`src/rtl/qos_egress_drain.sv`:
```
// -----------------------------------------------------------------------------
// qos_egress_drain
//
// Egress consumer for the four QoS class FIFOs (P0..P3). Selects a class with
// weighted round-robin, pops it, captures the registered read data one cycle
// later into a 2-entry output queue and presents the head on a valid/ready
// stream. Keeps saturating 8-bit per-class and total pop counters, readable
// through a registered req/idx port.
//
// Build option:
//   QOS_STRICT_PRIORITY_EN - when defined, class selection is strict priority
//                            (P0 highest); a zero weight still excludes a class.
//
// Ports:
//   clk          clock, rising edge
//   reset        asynchronous active-low reset
//   enable       allow new pops
//   fifo_empty   empty flag per class FIFO
//   fifo_data0-3 registered read data per class FIFO (valid the cycle after pop)
//   pop          one-hot pop strobe (combinational)
//   data_out     head word of the output queue
//   valid_out    head word valid
//   ready_in     downstream accepts data_out this cycle
//   req, idx     counter read request / select (0..3 class, 4 total)
//   valid, data  counter read response, one cycle after req
//   idle         nothing in flight, queue empty, all FIFOs empty
// -----------------------------------------------------------------------------
module qos_egress_drain #(
    parameter int unsigned DATA_WIDTH = 12,
    parameter int unsigned W0         = 4,
    parameter int unsigned W1         = 3,
    parameter int unsigned W2         = 2,
    parameter int unsigned W3         = 1
) (
    input  logic                  clk,
    input  logic                  reset,
    input  logic                  enable,
    input  logic [3:0]            fifo_empty,
    input  logic [DATA_WIDTH-1:0] fifo_data0,
    input  logic [DATA_WIDTH-1:0] fifo_data1,
    input  logic [DATA_WIDTH-1:0] fifo_data2,
    input  logic [DATA_WIDTH-1:0] fifo_data3,
    output logic [3:0]            pop,
    output logic [DATA_WIDTH-1:0] data_out,
    output logic                  valid_out,
    input  logic                  ready_in,
    input  logic                  req,
    input  logic [2:0]            idx,
    output logic                  valid,
    output logic [7:0]            data,
    output logic                  idle
);

    function automatic logic [3:0] wgt(input logic [1:0] c);
        logic [3:0] w;
        unique case (c)
            2'd0:    w = 4'(W0);
            2'd1:    w = 4'(W1);
            2'd2:    w = 4'(W2);
            default: w = 4'(W3);
        endcase
        return w;
    endfunction

    // State
    logic [1:0]            grant_q, grant_d;
    logic [3:0]            credit_q, credit_d;
    logic                  inflight_q, inflight_d;
    logic [1:0]            pop_cls_q, pop_cls_d;
    logic [DATA_WIDTH-1:0] q_q [2];
    logic [DATA_WIDTH-1:0] q_d [2];
    logic [1:0]            qcount_q, qcount_d;
    logic [7:0]            cnt_q [4];
    logic [7:0]            cnt_d [4];
    logic [7:0]            total_q, total_d;
    logic                  valid_q, valid_d;
    logic [7:0]            data_q, data_d;

    // Combinational
    logic [3:0]            elig;
    logic                  sel_found;
    logic [1:0]            sel_cls;
    logic                  xfer;
    logic [2:0]            occ;
    logic                  pop_any;
    logic [DATA_WIDTH-1:0] cap_data;
`ifndef QOS_STRICT_PRIORITY_EN
    logic [3:0]            eff_credit;
`endif

    assign xfer = valid_out & ready_in;
    // Words queued plus the word in flight, minus the one leaving this edge.
    assign occ  = 3'(qcount_q) + 3'(inflight_q) - 3'(xfer);

    always_comb begin
        for (int c = 0; c < 4; c++) begin
            elig[c] = !fifo_empty[c] && (wgt(2'(c)) != 4'd0);
        end
    end

    // Class selection
    always_comb begin
        sel_found = 1'b0;
        sel_cls   = grant_q;
`ifdef QOS_STRICT_PRIORITY_EN
        for (int c = 3; c >= 0; c--) begin
            if (elig[c]) begin
                sel_found = 1'b1;
                sel_cls   = 2'(c);
            end
        end
`else
        eff_credit = credit_q;
        if (elig[grant_q] && credit_q != 4'd0) begin
            sel_found = 1'b1;
        end else begin
            // k = 4 wraps back to grant itself with a fresh credit.
            for (int k = 1; k <= 4; k++) begin
                if (!sel_found && elig[grant_q + 2'(k)]) begin
                    sel_found  = 1'b1;
                    sel_cls    = grant_q + 2'(k);
                    eff_credit = wgt(grant_q + 2'(k));
                end
            end
        end
`endif
    end

    assign pop_any = enable && sel_found && (occ < 3'd2);
    assign pop     = pop_any ? (4'b0001 << sel_cls) : 4'b0000;

    // WRR state and in-flight tracking
    always_comb begin
        grant_d    = grant_q;
        credit_d   = credit_q;
        inflight_d = pop_any;
        pop_cls_d  = pop_cls_q;
        if (pop_any) begin
            pop_cls_d = sel_cls;
`ifndef QOS_STRICT_PRIORITY_EN
            if (eff_credit == 4'd1) begin
                grant_d  = sel_cls + 2'd1;
                credit_d = wgt(sel_cls + 2'd1);
            end else begin
                grant_d  = sel_cls;
                credit_d = eff_credit - 4'd1;
            end
`endif
        end
    end

    always_comb begin
        unique case (pop_cls_q)
            2'd0:    cap_data = fifo_data0;
            2'd1:    cap_data = fifo_data1;
            2'd2:    cap_data = fifo_data2;
            default: cap_data = fifo_data3;
        endcase
    end

    // Output queue: slot 0 is the head; transfer shifts, capture appends.
    always_comb begin
        q_d[0]   = q_q[0];
        q_d[1]   = q_q[1];
        qcount_d = qcount_q;
        if (xfer) begin
            q_d[0]   = q_q[1];
            qcount_d = qcount_q - 2'd1;
        end
        if (inflight_q) begin
            if (qcount_d == 2'd0) begin
                q_d[0] = cap_data;
            end else begin
                q_d[1] = cap_data;
            end
            qcount_d = qcount_d + 2'd1;
        end
    end

    assign data_out  = q_q[0];
    assign valid_out = (qcount_q != 2'd0);
    assign idle      = !inflight_q && (qcount_q == 2'd0) && (&fifo_empty);

    // Saturating pop counters
    always_comb begin
        for (int c = 0; c < 4; c++) begin
            cnt_d[c] = cnt_q[c];
            if (pop[c] && cnt_q[c] != 8'hFF) begin
                cnt_d[c] = cnt_q[c] + 8'd1;
            end
        end
        total_d = total_q;
        if (pop_any && total_q != 8'hFF) begin
            total_d = total_q + 8'd1;
        end
    end

    // Counter read port
    always_comb begin
        valid_d = req;
        data_d  = 8'd0;
        if (req) begin
            unique case (idx)
                3'd0:    data_d = cnt_q[0];
                3'd1:    data_d = cnt_q[1];
                3'd2:    data_d = cnt_q[2];
                3'd3:    data_d = cnt_q[3];
                3'd4:    data_d = total_q;
                default: data_d = 8'd0;
            endcase
        end
    end

    assign valid = valid_q;
    assign data  = data_q;

    always_ff @(posedge clk or negedge reset) begin
        if (!reset) begin
            grant_q    <= 2'd0;
            credit_q   <= 4'(W0);
            inflight_q <= 1'b0;
            pop_cls_q  <= 2'd0;
            q_q[0]     <= '0;
            q_q[1]     <= '0;
            qcount_q   <= 2'd0;
            for (int c = 0; c < 4; c++) begin
                cnt_q[c] <= 8'd0;
            end
            total_q    <= 8'd0;
            valid_q    <= 1'b0;
            data_q     <= 8'd0;
        end else begin
            grant_q    <= grant_d;
            credit_q   <= credit_d;
            inflight_q <= inflight_d;
            pop_cls_q  <= pop_cls_d;
            q_q[0]     <= q_d[0];
            q_q[1]     <= q_d[1];
            qcount_q   <= qcount_d;
            for (int c = 0; c < 4; c++) begin
                cnt_q[c] <= cnt_d[c];
            end
            total_q    <= total_d;
            valid_q    <= valid_d;
            data_q     <= data_d;
        end
    end

endmodule

```
`config.mk`:
```
export PLATFORM = sky130hd
export DESIGN_NAME = qos_egress_drain
export DESIGN_NICKNAME = d
export VERILOG_FILES = /design/src/rtl/qos_egress_drain.sv
export SDC_FILE = /design/constraint.sdc
export NUM_CORES = 1
export LEC_CHECK = 0
export CORE_MARGIN = 1.5
export CORE_UTILIZATION = 58
export DETAILED_ROUTE_END_ITERATION = 10
export PLACE_DENSITY = 0.95
export SLEW_MARGIN = 20
export SYNTH_ARGS = -nofsm -noshare
export SYNTH_HDL_FRONTEND = slang
export SYNTH_SLANG_ARGS = --single-unit
```
`constraint.sdc`:
```
create_clock -name clk -period 8.6 [get_ports clk]
set_clock_uncertainty 0.2 [all_clocks]
set_input_delay 1.72 -clock clk [delete_from_list [all_inputs] [get_ports clk]]
set_output_delay 1.72 -clock clk [all_outputs]
set_load 0.1 [all_outputs]
```
==> results of run 1 <==
[cell usage after synthesis, drive strengths merged, types with 2 or more instances]
master and n:
a21o 2, a21oi 21, a22oi 18, a31oi 7
and2 11, and3 8, buf 23, clkbuf 11
dfrtp 83, ha 24, inv 20, mux2 25
mux2i 17, mux4 16, nand2 32, nand2b 2
nand3 4, nand4 17, nor2 38, nor2b 3
nor3 5, o21a 4, o21ai 13, o22ai 12
o31ai 2, xnor2 26, xor2 12
[cell usage in the layout, fill, tap and decap left out, types with 17 or more instances in the layout]
| cell type | synthesis | layout |
|---|---|---|
| dfrtp_1 | 83 | 83 |
| clkdlybuf4s50_1 | 0 | 81 |
| nor2_1 | 37 | 37 |
| nand2_1 | 32 | 32 |
| mux2_2 | 25 | 25 |
| xnor2_1 | 25 | 25 |
| ha_1 | 24 | 24 |
| a21oi_1 | 20 | 20 |
| inv_1 | 18 | 18 |
| mux2i_1 | 17 | 17 |
| a22oi_1 | 17 | 17 |
| nand4_1 | 17 | 17 |
[flip-flops by register name, summed over array words and instances (netlist names)]
| name | cells |
|---|---|
| data_out | 12 |
| cnt_q | 32 |
| valid | 1 |
| pop_cls_q | 2 |
| grant_q | 2 |
| inflight_q | 1 |
| credit_q | 4 |
| data | 8 |
| qcount_q | 2 |
| q_q | 12 |
| total_q | 8 |
[stage by stage]
stage	setup WS [ns]	power, mW	hold WS [ns]	std cells	instance area (um^2)
after floorplan	2.07	1.68	0.255	471	5080
after global placement	1.58	1.87	0.272	628	5850
after detailed placement	1.49	1.92	0.282	628	5850
after CTS	1.43	2.22	0.295	644	6040
after global routing	1.11	2.36	0.313	644	6050
final	1.42	2.22	0.299	644	6050
[routing by layer]
metal / vias up / GRT usage / routed length, um
met4: 0 / 0.0773 / 182
met5: - / 0 / 0
met1: 1935 / 0.332 / 4620
li1: 1814 / - / -
met2: 137 / 0.465 / 5990
met3: 20 / 0.0368 / 748
[worst paths after layout]
kind | start | to | cells after the start
worst max-delay path | ready_in | pop[1] | 13
worst min-delay path | cnt_q[14] | cnt_q[14] | 1
worst max register to register | qcount_q[1] | cnt_q[21] | 18
worst min register to register | cnt_q[14] | cnt_q[14] | 1
max in group asynchronous | reset | cnt_q[10] | 1
min in group asynchronous | reset | grant_q[0] | 1
[final cells by class]
cell class                 count  area share
tap                          105      0.0217
multi-input combinational    333       0.445
timing repair buffer          86       0.141
clock buffer                   9      0.0205
inverter                      20      0.0124
sequential                    84       0.348
clock inverter                 7      0.0122
[report_power, final]
group	switching [mW]	internal, mW
clock network	0.163	0.114
logic	0.779	0.478
registers	0.160	0.524
total	1.10	1.12
[cells by family after synthesis]
group / count (synthesis) / synth area share
XOR/XNOR: 38 / 0.0670
multiplexers: 58 / 0.160
AO/OA/AOI/OAI: 87 / 0.118
flip-flops: 84 / 0.414
buffers and inverters: 54 / 0.0566
adder cells (fa/ha/maj): 25 / 0.0631
AND/OR/NAND/NOR: 125 / 0.121
==> impl_metrics.csv, run 1 <==
group,metric,value,unit
outcome,status,"completed",
die,die_w,96.6,um
sta,min_period,7.18,ns
critical_path,path_delay_family,"simple AND/OR/NAND/NOR gates",
synthesis,async_reset_ff_frac,1.00,
sta,max-slew-margin-rel,0.336,
finish,antenna_cells,0,
synthesis,syn_avg_cell_area,10.8,um^2
sta,tns,0,ns
global_route,grt_remaining_overflow,0,
clock_tree,ctsHtreeMaxLevel,3,
route,drc,0,
route,routed_wl,11500,um
route,drt_pass1_iterations,5,
critical_path,slowest_delay,0.56,ns
synthesis,yosysSeqAreaShare,0.414,
synthesis,synth_edf_count,0,
finish,filler_cell_count,574,
finish,drive_gt1_frac,0.141,
route,routed-via-count,3906,
finish,fin_nets,619,
sta,rsz0062_at_grt,"no",
global_route,grt_max_degree,85,
global_route,track_usage,0.262,
route,drt.antenna.violating_nets,0,
clock_tree,cts_buffer_depth,2,
sta,worst_pin_slew,0.993,ns
hold_path,hold_class,"register to register",
clock_tree,clkTransAtPathRegs,0.09,ns
finish,ff_latch_area,2100,um^2
clock_tree,cts_resized,0,
clock_tree,cts_tree,"done",
die,initial_utilization,0.609,
critical_path,cp.required,6.68,ns
die,die_height,96.6,um
clock_tree,cts_sinks,84,
synthesis,synth_cell_types,56,
power_and_ir_drop,ir_drop,208,uV
sta,timing.fmax,139,MHz
sta,setup_viol,0,
critical_path,critPathLaunchType,"input pin",
synthesis,ys.flop_type,"dfrtp_1",
critical_path,endpoint_kind,"output pin",
placed_design,placement.io_buffers,86,
flow_run,max-cap-violations,0,
synthesis,synth_largest_area_cell,"dfrtp_1",
finish,multi_input_area,2690,um^2
clock_tree,insertion_delay,0.36,ns
critical_path,slowest_stage,"nand2_1",
critical_path,rrSetupSlack,4.00,ns
critical_path,critical_path_buf_inv_count,6,
clock_tree,numCtsBuffers,9,
finish,final_core_util,0.725,
sta,fin_crit_sh,0.835,
global_route,antenna_found_initial,0,
synthesis,yosysTopAreaCellShare,0.409,
sta,slew_viol_final,0,
synthesis,syn_nets,556,
clock_tree,ctsRootBufferMaster,"clkbuf_8",
global_route,grt_pass1_vias,3911,
placed_design,gp_congestion,0.896,
synthesis,synth-seq-cells,84,
power_and_ir_drop,power.leakage,2.66,nW
synthesis,yosys_warnings,0,
sta,finalHoldViolations,0,
global_route,grt_first_pass_wirelength,18600,um
synthesis,syn_area,5080,um^2
clock_tree,hold_buffers,0,
critical_path,crit_top_cell,"inv_1",
die,coreArea,8340,um^2
route,drtIter0Drc,286,
die,dieArea,9330,um^2
critical_path,worstSetupPathType,"input pin to output pin",
route,wire_per_inst,17.9,um
power_and_ir_drop,p_per_area,367,nW/um^2
finish,area_growth,19.1,%
die,rows,33,
critical_path,path_cells,"clkdlybuf4s50_1 -> nand2_1 -> inv_1 -> ha_1 -> inv_1 -> ha_1 -> inv_1 -> fa_1 -> xnor2_1 -> nand4_1 -> inv_2 -> and2_1 -> buf_4",
route,vias_per_cell,6.07,
die,ios,87,
critical_path,cp.arrival,5.26,ns
placed_design,hpwl,8230,um
synthesis,yosys-top-cells-area,"dfrtp_1 (41%), mux4_2 (7.1%), ha_1 (5.9%)",
critical_path,path_max_fanout,15,
clock_tree,post_cts_buffers,0,
synthesis,syn_inst,471,
Note: power is estimated with default switching activity, not from simulation.
==> run 2, diff against run 1 <==
Settings changed: CORE_UTILIZATION 58 to 49, PLACE_DENSITY 0.95 to 0.9.
Clock period 8.6 ns to 6.2 ns, I/O delays scaled along.
==> run 2 against run 1 <==
Compared with the run above: first-iteration DRC count down 19%; critical path depth down 3; flip-flop and latch count unchanged; sequential share of layout area fell by 0.91 points; setup slack lost 0.65 ns; clock power is 80% higher; register-to-register slack got worse by 2.1 ns; clock-buffer cell count is the same; final area rose by 2.7%; non-clock buffer count increased by 2; critical path type unchanged; largest power group unchanged; highest routed layer unchanged.
==> impl_metrics.csv, run 2 (synthesized netlist as in run 1, its figures left out) <==
group,metric,value,unit
outcome,status,"completed",
route,drt.antenna.violating_nets,0,
die,die_w,105,um
placed_design,placement.io_buffers,86,
clock_tree,clkTransAtPathRegs,0.08,ns
finish,layout_common_cells,"dfrtp_1 (83), clkdlybuf4s50_1 (81), nor2_1 (37), nand2_1 (32)",
finish,largest_reg_flops,32,
sta,timing.fmax,184,MHz
sta,tns,0,ns
route,routed_wl,11100,um
clock_tree,numCtsBuffers,9,
finish,final_core_util,0.627,
global_route,grt_remaining_overflow,0,
sta,slew_viol_final,0,
critical_path,endpoint_kind,"output pin",
global_route,antenna_found_initial,0,
critical_path,startpoint,"fifo_empty[0]",
finish,drive_gt1_frac,0.143,
global_route,grt_pass1_vias,3932,
hold_path,hold_class,"register to register",
critical_path,cp.arrival,4.00,ns
critical_path,slowest_delay,0.66,ns
hold_path,hp-start,"cnt_q[14]",
critical_path,slowest_stage,"clkdlybuf4s50_1",
route,drc,0,
route,wire_per_inst,16.5,um
finish,final_common_cell,"dfrtp_1",
clock_tree,ctsRootBufferMaster,"clkbuf_8",
clock_tree,post_cts_buffers,0,
finish,fin_nets,621,
global_route,grt_first_pass_wirelength,18600,um
critical_path,worstSetupPathType,"input pin to output pin",
finish,filler_cell_count,764,
route,routed-via-count,3862,
sta,fin_crit_sh,0.877,
sta,finalHoldViolations,0,
critical_path,path_max_fanout,11,
die,initial_utilization,0.513,
clock_tree,cts_tree,"done",
global_route,track_usage,0.210,
route,vias_per_cell,5.74,
clock_tree,cts_buffer_depth,2,
route,drt_pass1_iterations,5,
finish,largest_register,"cnt_q",
sta,setup_viol,0,
critical_path,r2r_start,"grant_q[0]",
die,ios,87,
sta,worst_pin_slew,1.01,ns
sta,rsz0062_at_grt,"no",
critical_path,cp.required,4.76,ns
power_and_ir_drop,power.leakage,2.70,nW
sta,min_period,5.44,ns
die,dieArea,11000,um^2
clock_tree,hold_buffers,0,
flow_run,max-cap-violations,0,
sta,max-slew-margin-rel,0.327,
clock_tree,ctsHtreeMaxLevel,3,
finish,area_growth,22.3,%
placed_design,gp_congestion,0.885,
clock_tree,cts_resized,0,
power_and_ir_drop,p_per_area,516,nW/um^2
placed_design,hpwl,8120,um
die,rows,36,
critical_path,path_cells,"clkdlybuf4s50_1 -> nand2_1 -> o32ai_2 -> nor2_1 -> a21oi_1 -> mux2i_1 -> inv_1 -> ha_1 -> and2_1 -> buf_12",
die,die_height,105,um
critical_path,critPathLaunchType,"input pin",
power_and_ir_drop,ir_drop,308,uV
clock_tree,insertion_delay,0.35,ns
die,coreArea,9910,um^2
route,drtIter0Drc,231,
global_route,grt_max_degree,85,
finish,antenna_cells,0,
clock_tree,cts_sinks,84,
run 2: cell types whose count changed in the layout (fill, tap and decap cells not counted):
cell,before,now
buf_12,0,4
bufinv_16,0,4
buf_4,4,2
clkinv_4,2,0
inv_8,2,0
clkinv_8,1,0
clkinvlp_4,0,1
inv_6,2,1
run 2: cell type report:
cell class | instances | area [um^2] | area share
Inverter | 20 | 75.1 | 0.0121
Tap cell | 133 | 166 | 0.0268
Timing Repair Buffer | 88 | 917 | 0.148
Clock inverter | 6 | 136 | 0.0219
Multi-Input combinational cell | 333 | 2690 | 0.433
Sequential cell | 84 | 2100 | 0.339
Clock buffer | 9 | 124 | 0.0199
run 2: per-layer routing:
metal	share of wire	global-route usage	vias to the layer above
met5	0	0	-
met4	0.014	0.0568	0
met3	0.055	0.0549	17
met2	0.52	0.374	130
met1	0.41	0.251	1901
li1	-	-	1814
run 2: critical path: cells and delay by family:
kind	cells	cell delay (ns)
and+or+nand+nor	3	0.48
adders and majority gates	1	0.20
AOI/OAI and AO/OA	2	0.61
muxes	1	0.45
buffers and inverters	3	1.00
run 2: where the power goes:
group	internal (mW)	total [mW]	switching, mW	leakage (nW)
Combinational	0.688	1.76	1.08	1.50
Clock	0.307	0.499	0.192	0.126
Sequential	0.726	0.942	0.216	1.07
Total	1.72	3.21	1.48	2.70
run 2: per-stage QoR:
step	cells	total power [mW]	area (um^2)	hold WS, ns	setup slack [ns]
after floorplan	471	2.33	5080	0.255	0.630
after global placement	658	2.63	5950	0.271	0.931
after global routing	673	3.41	6210	0.321	0.564
after detailed placement	658	2.70	5950	0.278	0.800
final	673	3.21	6210	0.291	0.764
after CTS	673	3.21	6210	0.297	0.784
run 2: final timing paths:
check	to	slack, ns	cells after the start
worst max register to register	cnt_q[31]	1.88	12
max in group asynchronous	q_q[11]	4.59	1
worst min register to register	cnt_q[14]	0.29	1
worst max-delay path	pop[3]	0.76	10
worst min-delay path	cnt_q[14]	0.29	1
min in group asynchronous	total_q[1]	0.73	1
==> run 3, diff against run 2 <==
Settings changed: RECOVER_POWER from default to 50, SKIP_LAST_GASP from default to 1.
==> run 3 against run 2 <==
Compared with the run above: the run now ends with capacitance limit, slew limit left; flip-flop and latch count did not move; die area is the same; hold slack about the same; critical path depth unchanged; sequential share of layout area increased by 0.061 points; critical path type unchanged; global-route usage did not move; clock power barely moved; wire length stayed put; fmax rose by 0.15%; sequential power is essentially flat; clock-buffer cell count did not move; final area shrank 0.18%.
==> impl_metrics.csv, run 3 (synthesized netlist as in run 1, its figures left out) <==
group,metric,value,unit
power_and_ir_drop,ir_drop,308,uV
sta,tns,0,ns
critical_path,worstSetupPathType,"input pin to output pin",
critical_path,cp.required,4.76,ns
route,drt.antenna.violating_nets,0,
sta,finalHoldViolations,0,
sta,rsz0062_at_grt,"no",
power_and_ir_drop,power.leakage,2.69,nW
flow_run,max-cap-violations,1,
sta,setup_viol,0,
global_route,track_usage,0.210,
sta,slew_viol_final,85,
sta,fin_crit_sh,0.876,
critical_path,r2r-end,"cnt_q[31]",
outcome,status,"complete, but fails checks",
critical_path,worstSetupEndpoint,"pop[3]",
clock_tree,cts_tree,"done",
finish,final_common_cell,"dfrtp_1",
placed_design,place_ws,0.800,ns
outcome,violations,"capacitance limit, slew limit",
finish,multi_input_area,2690,um^2
placed_design,dp_cells,658,
finish,fin_nets,621,
die,die_w,105,um
route,routed-via-count,3872,
clock_tree,hold_buffers,0,
route,vias_per_cell,5.75,
sta,max-slew-margin-rel,-1.84,
placed_design,gp_congestion,0.885,
die,ios,87,
route,wire_per_inst,16.5,um
finish,filler_cell_count,765,
sta,timing.fmax,184,MHz
finish,layout_common_cells,"dfrtp_1 (83), clkdlybuf4s50_1 (76), nor2_1 (37), nand2_1 (32)",
die,die_height,105,um
power_and_ir_drop,p_per_area,517,nW/um^2
sta,worst_pin_slew,4.25,ns
placed_design,hpwl,8120,um
critical_path,cp.arrival,3.99,ns
finish,instances_no_fill,673,
finish,final_core_util,0.626,
global_route,antenna_found_initial,0,
critical_path,r2r_start,"grant_q[0]",
global_route,grt_pass1_vias,3932,
critical_path,r2r_cells,12,
clock_tree,ctsHtreeMaxLevel,3,
clock_tree,post_cts_buffers,0,
route,drtIter0Drc,249,
route,drt_pass1_iterations,5,
global_route,grt_max_degree,85,
critical_path,rrSetupSlack,1.89,ns
clock_tree,cts_buffer_depth,2,
finish,antenna_cells,0,
die,rows,36,
sta,min_period,5.43,ns
finish,area_growth,22.1,%
clock_tree,clkTransAtPathRegs,0.08,ns
power_and_ir_drop,power,3.20,mW
finish,ff_latch_area,2100,um^2
die,initial_utilization,0.513,
route,drc,0,
clock_tree,ctsRootBufferMaster,"clkbuf_8",
global_route,grt_remaining_overflow,0,
clock_tree,numCtsBuffers,9,
clock_tree,cts_sinks,84,
global_route,grt_first_pass_wirelength,18600,um
sta,finalWorstSetupSlack,0.771,ns
route,routed_wl,11100,um
clock_tree,cts_resized,0,
finish,largest_reg_flops,32,
hold_path,hold_class,"register to register",
critical_path,path_max_fanout,11,
critical_path,critPathLaunchType,"input pin",
finish,largest_register,"cnt_q",
clock_tree,insertion_delay,0.35,ns
die,coreArea,9910,um^2
critical_path,startpoint,"fifo_empty[0]",
placed_design,placement.io_buffers,86,
die,dieArea,11000,um^2
critical_path,endpoint_kind,"output pin",
finish,drive_gt1_frac,0.139,
==> run 3: changes by cell type in the layout (fill, tap and decap cells not counted), sizes merged <==
cell,change
clkdlybuf4s50,-5
clkbuf,+2
buf,-2
dlygate4sd3,+5
==> run 3: where the power goes <==
part	internal (mW)	switching, mW	leakage [nW]
Sequential	0.727	0.216	1.07
Clock	0.307	0.193	0.126
Combinational	0.685	1.08	1.49
==> run 3: layer usage <==
metal	vias to the layer above	routed length (um)	GRT usage
li1	1819	-	-
met1	1903	4550	0.251
met2	134	5770	0.374
met3	16	626	0.0549
met4	0	166	0.0568
met5	-	0	0
==> run 3: area by class of cell <==
class / count / area share
multi-input combinational: 333 / 0.434
sequential: 84 / 0.339
timing repair buffer: 88 / 0.146
tap: 133 / 0.0268
clock inverter: 6 / 0.0220
clock buffer: 9 / 0.0200
inverter: 20 / 0.0121
==> run 3: per-stage QoR <==
stage / hold slack (ns) / instance area, um^2
global placement: 0.271 / 5950
global route: 0.321 / 6200
finish: 0.291 / 6200
floorplan: 0.255 / 5080
detailed placement: 0.278 / 5950
CTS: 0.297 / 6210
==> run 3: critical path, stage by stage <==
cell,delay [ns]
clkdlybuf4s50_1,0.66
nand2_1,0.17
o32ai_2,0.41
nor2_1,0.12
a21oi_1,0.20
mux2i_1,0.45
inv_1,0.15
ha_1,0.20
and2_1,0.19
buf_12,0.19
==> run 3: how the worst min path moves through the flow <==
stage | cells after the start | start | endpoint
2_1_floorplan | 1 | cnt_q[12] | cnt_q[12]
3_3_place_gp | 1 | cnt_q[12] | cnt_q[12]
3_5_place_dp | 1 | cnt_q[14] | cnt_q[14]
4_1_cts | 1 | cnt_q[31] | cnt_q[31]
5_1_grt | 1 | cnt_q[7] | cnt_q[7]
6_report | 1 | cnt_q[14] | cnt_q[14]
